File: config.mk
export PLATFORM = sky130hd
export DESIGN_NAME = wb_regfile
export DESIGN_NICKNAME = d
export VERILOG_FILES = /design/src/rtl/wb_regfile.sv
export SDC_FILE = /design/constraint.sdc
export NUM_CORES = 2
export LEC_CHECK = 0
export ABC_AREA = 1
export CORE_AREA = 2 2 389 391
export DETAILED_ROUTE_END_ITERATION = 6
export DIE_AREA = 0 0 391 393
export PLACE_DENSITY = 0.58
export SLEW_MARGIN = 10
export SYNTH_ARGS = -nofsm -noshare
export SYNTH_HDL_FRONTEND = slang
export SYNTH_SLANG_ARGS = --single-unit
File: constraint.sdc
create_clock -name CLK -period 2.6 [get_ports CLK]
set_input_delay 0.39 -clock CLK [delete_from_list [all_inputs] [get_ports CLK]]
set_output_delay 0.39 -clock CLK [all_outputs]
set_load 0.01 [all_outputs]
File: src/rtl/wb_regfile.sv
// wb_regfile: writeback stage plus 32 x 32-bit integer register file.
// Load-data extension, final writeback mux, register storage with two
// combinational read ports, and a count of committed register writes.
// Optional feature: define WB_REGFILE_BYPASS_EN to make a same-cycle write
// visible on the read ports (write-through). Without it, reads return stored
// contents only.
//
// Handshake: none. Every cycle is one commit opportunity; a commit happens
// when RST=1, WB_WRITE_ENABLE=1 and WB_RD!=0, and it is never back-pressured.
module wb_regfile (
  input  logic        CLK,
  input  logic        RST,
  input  logic [31:0] WB_JAL_SELECTED,
  input  logic [31:0] WB_DATA_OUT,
  input  logic [4:0]  WB_RD,
  input  logic        WB_WRITE_ENABLE,
  input  logic        WB_DATA_MEM_SELECT,
  input  logic [2:0]  WB_FUNC3,
  input  logic [4:0]  RS1_ADDR,
  input  logic [4:0]  RS2_ADDR,
  output logic [31:0] RS1_DATA,
  output logic [31:0] RS2_DATA,
  output logic [31:0] WB_RESULT,
  output logic [31:0] RETIRE_COUNT
);

  // Entry 0 is never written (commit requires WB_RD != 0) so it holds 0.
  logic [31:0] regs_q [32];
  logic [31:0] regs_d [32];
  logic [31:0] retire_count_q;
  logic [31:0] retire_count_d;
  logic [31:0] load_ext;
  logic        commit;

  // Extend right-aligned load data according to the load width/sign code.
  always_comb begin
    load_ext = WB_DATA_OUT;
    case (WB_FUNC3)
      3'b000:  load_ext = {{24{WB_DATA_OUT[7]}}, WB_DATA_OUT[7:0]};
      3'b001:  load_ext = {{16{WB_DATA_OUT[15]}}, WB_DATA_OUT[15:0]};
      3'b100:  load_ext = {24'd0, WB_DATA_OUT[7:0]};
      3'b101:  load_ext = {16'd0, WB_DATA_OUT[15:0]};
      default: load_ext = WB_DATA_OUT;
    endcase
  end

  // Final writeback value; also feeds the forwarding unit.
  always_comb begin
    WB_RESULT = WB_DATA_MEM_SELECT ? load_ext : WB_JAL_SELECTED;
  end

  // A commit needs reset released, a write request and a non-x0 target.
  always_comb begin
    commit = RST && WB_WRITE_ENABLE && (WB_RD != 5'd0);
  end

  // Next register-file contents and retire count.
  always_comb begin
    regs_d         = regs_q;
    retire_count_d = retire_count_q;
    if (commit) begin
      regs_d[WB_RD]  = WB_RESULT;
      retire_count_d = retire_count_q + 32'd1;
    end
  end

  // Storage; reset clears everything immediately without a clock.
  always_ff @(posedge CLK or negedge RST) begin
    if (!RST) begin
      for (int i = 0; i < 32; i++) begin
        regs_q[i] <= 32'd0;
      end
      retire_count_q <= 32'd0;
    end else begin
      regs_q         <= regs_d;
      retire_count_q <= retire_count_d;
    end
  end

  // Combinational read ports; x0 always reads zero.
  always_comb begin
    RS1_DATA = (RS1_ADDR == 5'd0) ? 32'd0 : regs_q[RS1_ADDR];
    RS2_DATA = (RS2_ADDR == 5'd0) ? 32'd0 : regs_q[RS2_ADDR];
`ifdef WB_REGFILE_BYPASS_EN
    if (commit && (WB_RD == RS1_ADDR)) RS1_DATA = WB_RESULT;
    if (commit && (WB_RD == RS2_ADDR)) RS2_DATA = WB_RESULT;
`else
`endif
  end

  // Counter wraps naturally at 2^32.
  always_comb begin
    RETIRE_COUNT = retire_count_q;
  end

endmodule

======== After elaboration in Yosys (flattened, before gate mapping) ========
Cells that the tools add are included.
word-level totals
  register bits after elaboration ......... 1056
  latch bits .............................. 0
  memory bits (writable) .................. 0
  bits in read-only memories .............. 0
  word-level logic and storage cells ...... 64
  memories ................................ 0
cells by class
  $add $sub $neg .......................... 1
  $mul .................................... 0
  divide/modulo/power cells ............... 0
  $lt $le $gt $ge ......................... 4
  equality and inequality tests ........... 3
  shift operators ......................... 0
  mux-type cells .......................... 13
  bitwise operators ....................... 3
  reductions and logical operators ........ 7
operators by type and width
  operator                                             number
  bitwise mux 1024 bit                                 1
  binary-select mux 32 bit (select 5 bit)              2
  2-to-1 mux 32 bit                                    8
  demux 32 bit (select 5 bit)                          1
  case mux 32 bit (4 select lines)                     1
  adder 32 x 1 -> 32 bit, second input constant        1
  >= comparator 6 bit, second input constant           3
  inverter 5 -> 6 bit                                  3
  logical NOT 5 bit                                    2
  equality test 3 bit, second input constant           2
  < comparator 6 x 1 -> 1 bit, second input constant   1
  nonzero test 5 bit                                   1
  equality test 3 x 1 -> 1 bit, second input constant  1
  logical AND 1 bit                                    3
  logical NOT 3 bit                                    1

======== Longest topological paths before layout ========
  depth after elaboration ................. 6
  depth in mapped cells ................... 14
  gate-level depth less buffers ........... 11

======== Least setup slack after synthesis ========
Ideal clock, no wire load.
  kind .................................... input-to-output
  start ................................... input RS1_ADDR[0]
  end ..................................... output RS1_DATA[4]
  arrival time ............................ 1.700 ns
  data required time ...................... 2.210 ns
  setup slack ............................. 0.510 ns
  stages .................................. 10
  path buffers ............................ 4
  path through ............................ buf_2 -> buf_2 -> buf_2 -> clkbuf_1 -> o211ai_1 -> nand3_1 -> nand3_1 -> nand2_1 -> nand2_1 -> nor2_1
on the way
  cells in the longest elaborated chain, start to end .. 5
RTL lines
  what                                                  RTL line  RTL
  start, declared                                       19        input logic [4:0] RS1_ADDR,
  inverter 5 -> 6 bit (implied by the code)             82        RS1_DATA = (RS1_ADDR == 5'd0) ? 32'd0 : regs_q[RS1_ADDR];
  binary-select mux 32 bit (select 5 bit)               82
  2-to-1 mux 32 bit (implied by the code) (2 in a row)  82
  2-to-1 mux 32 bit *                                   82
  end, declared                                         21        output logic [31:0] RS1_DATA,
Mark *: on every way between the ends. The rest lies on a longest branch, timed or not. The select of a mux whose other input is x is not followed.

======== Final worst setup path ========
  start ................................... register regs_q[54] (netlist bit)
  end ..................................... output RS1_DATA[22]
on the way
  cells in the longest elaborated chain, start to end .. 4
RTL lines
  what                                                  RTL line  RTL
  start, declared                                       28        logic [31:0] regs_q [32];
  start signal, assigned                                75        regs_q <= regs_d;
  binary-select mux 32 bit (select 5 bit)               82
  2-to-1 mux 32 bit (implied by the code) (2 in a row)  82
  2-to-1 mux 32 bit                                     82
No other way between the ends. The select of a mux whose other input is x is not followed.

==> results by group <==
STA
  • Fin Clk Skew: 6.18 ps
  • Least-Margin Pin Slew: 1070 ps
  • RSZ-0062 raised after global routing: true
  • Relative max-transition margin: 28.5%
  • Final hold viol count: 0
  • Max Slew Vio Count: 0
  • Max Freq: 0.391 GHz
  • Final setup violation count: 0
  • Crit share post-route: 98.3%
  • Worst Setup Slack, final: 42.9 ps
  • Fin crit period: 2560 ps
  • Hold slack: 221 ps

Global route
  • Grt total ovfl: 0
  • Number of global-route vias before repair: 58,900
  • Initial antenna violation count: 21
  • Largest net degree at the start of global routing: 165
  • First-pass GRT wire length: 387 mm
  • GRT Util Overall: 33.7%

Final layout
  • FF+latch area: 26,400 um^2
  • Layout cells sized above 1: 13.6%
  • Nets: 9,087
  • Most frequent cells in the layout: nand2_1, o21ai_0, dfrtp_1, nand3_1, nor2_1
  • Synth-to-layout area growth: 23.9%
  • Multi-input logic area: 29,700 um^2
  • Most common cell after layout, fill and taps aside: nand2_1
  • Number of fill cells: 14,700

Setup path
  • Worst EP arrival: 2170 ps
  • CP cell instances: buf_6 -> nand2_1 -> nand2_1 -> nand2_1 -> nand3_1 -> nand3_1 -> nand2_2 -> nand2_2 -> nor2_4 -> buf_4 -> buf_4
  • CP Class: reg2out
  • Stages on the worst setup path: 11
  • Max incr delay on CP: 390 ps
  • Bufs and invs on worst path: 3
  • Maximum fanout along the worst path: 2
  • Worst path top cell family by delay: simple AND/OR/NAND/NOR gates
  • R2R depth: 8
  • WP data required: 2210 ps
  • Setup crit end kind: primary output
  • Crit path launch type: flip-flop
  • Slowest CP cell: dfrtp_1
  • Most used cell, CP: nand2_1

Logic synthesis
  • Yosys top cell by area: dfrtp_1
  • Synth top area cells: dfrtp_1, nand2_1, o21ai_0, nand3_1, nor2_1
  • Syn avg cell area: 6.81 um^2
  • Mapped Cells: 8,742
  • Top cell type's share of synthesized area: 44.4%
  • Synthesis warning total: 0
  • Seq/Total Area, Yosys: 44.4%
  • Post-Syn Nets: 8,829
  • Synthesized area: 59,500 um^2
  • Yosys reg bits: 1,056
  • Post-synth cell types: 42

CTS
  • Clock root buffer: clkbuf_16
  • Worst-Skew Late Latency: 770 ps
  • CTS tree: built
  • Clock sinks: 1,056
  • Max Root-Sink Buffers: 3
  • H-Tree Depth: 4
  • Clock buffer count from CTS: 131
  • CTS clock-pin slew for the worst setup and hold paths: 60 ps

Power and ir drop
  • Pwr dens: 670 nW/um^2
  • Leak Pwr: 0.0349 uW
  • VDD IR-drop max: 0.000694 V

Min path
  • Worst min-delay path category: in2async

Detailed routing
  • Antenna-violating nets left: 0
  • Highest metal used: met5
  • Initial drt markers: 8,493
  • Total wire length: 262 mm
  • Drt via density: 5.74
  • Metal-1 WL: 108 mm
  • DRT Pass-1 Iters: 7
  • Residual DRC: 11
  • Routed wl met2: 111 mm
  • Wire length on met3: 29.6 mm
  • Vias: 63,400
  • WL per Instance: 23.7 um

Status
  • Outcome: finished, violations left
  • Failing checks: design-rule violations

Job
  • Max-cap viol count: 0

Floorplanning
  • Die W: 391 um
  • Core area: 149,000 um^2
  • Num ports: 214
  • Row count: 142
  • Die H: 393 um
  • Die ar.: 154,000 um^2
  • Starting Density: 39.9%

Placement
  • Dpl hpwl: 169 mm
  • Gpl congestion: 0.925
  • Worst slack, placed: -378 ps
  • PortBufs: 213
-- Yosys cell counts, drive strengths merged --
| master | n |
|---|---|
| nand4 | 6 |
| o21bai | 1 |
| xor2 | 12 |
| nor3b | 1 |
| and3 | 7 |
| inv | 264 |
| nor2 | 743 |
| nand2 | 3304 |
| o21ai | 1396 |
| nand3b | 6 |
| nor3 | 14 |
| clkbuf | 481 |
| nor4 | 1 |
| buf | 266 |
| o211ai | 64 |
| ha | 1 |
| a21oi | 151 |
| nand3 | 933 |
| o22ai | 8 |
| or2 | 18 |
| dfrtp | 1056 |
| clkinv | 2 |
| xnor2 | 7 |
-- per-stage QoR --
step	instances	area (um^2)	TNS [ps]	power (uW)	utilization (%)
after floorplan	8742	59500	0	25700	-
after global placement	10800	68400	-24430	29900	45.8
after detailed placement	10800	68400	-25880	30100	45.8
after CTS	11000	73400	-116	49200	49.2
after global routing	11100	73800	-352	51700	49.4
final	11100	73800	0	49400	49.4
-- flip-flops by register name (all words and copies together) (netlist names) --
| register | flops |
|---|---|
| RETIRE_COUNT | 32 |
| regs_q | 1024 |
-- cell families after synthesis --
family,synth area share [%]
flops,44.4
buf+inv,7.03
fa+ha+maj,0.0210
xor+xnor,0.279
simple gates,34.2
compound gates,14.1
-- worst paths after layout --
check / startpoint / to / slack, ps
worst max-delay path: regs_q[54] / RS1_DATA[22] / 40
worst min-delay path: RST / RETIRE_COUNT[17] / 220
worst max register to register: RETIRE_COUNT[1] / RETIRE_COUNT[24] / 760
worst min register to register: regs_q[1015] / regs_q[1015] / 400
max in group asynchronous: RST / regs_q[653] / 900
min in group CLK: regs_q[1015] / regs_q[1015] / 400
-- tightest hold or removal path, delay by kind of cell --
family	cells	cell delay, ps
buffers and inverters	3	1040
-- layout make-up --
class                   instances  area share [%]
multi-input cells            6673            40.3
flip-flops and latches       1056            35.8
repair buffers                872            13.2
clock buffers                 201            5.32
well taps                    1944            3.30
inverters                     266            1.43
clock inverters                37           0.671
diodes                          3          0.0102
-- report_power, final --
group / switching (uW) / internal, uW
logic: 6000 / 3870
clock network: 7690 / 11300
registers: 1830 / 18700
-- layer usage --
metal	global-route usage, %	vias to the layer above
met1	46.5	30300
met4	16.6	12
met5	0	-
li1	-	28700
met3	8.01	671
met2	49.5	3678
-- timing repair --
item,in CTS,in global routing
gates resized for setup,318,215
pin swaps,48,105
cloned,1,0
hold endpoints to repair,59,0
endpoints found under the setup margin,88,73
buffers inserted,40,24
hold buffers,1,0
(Power assumes the default switching activity.)
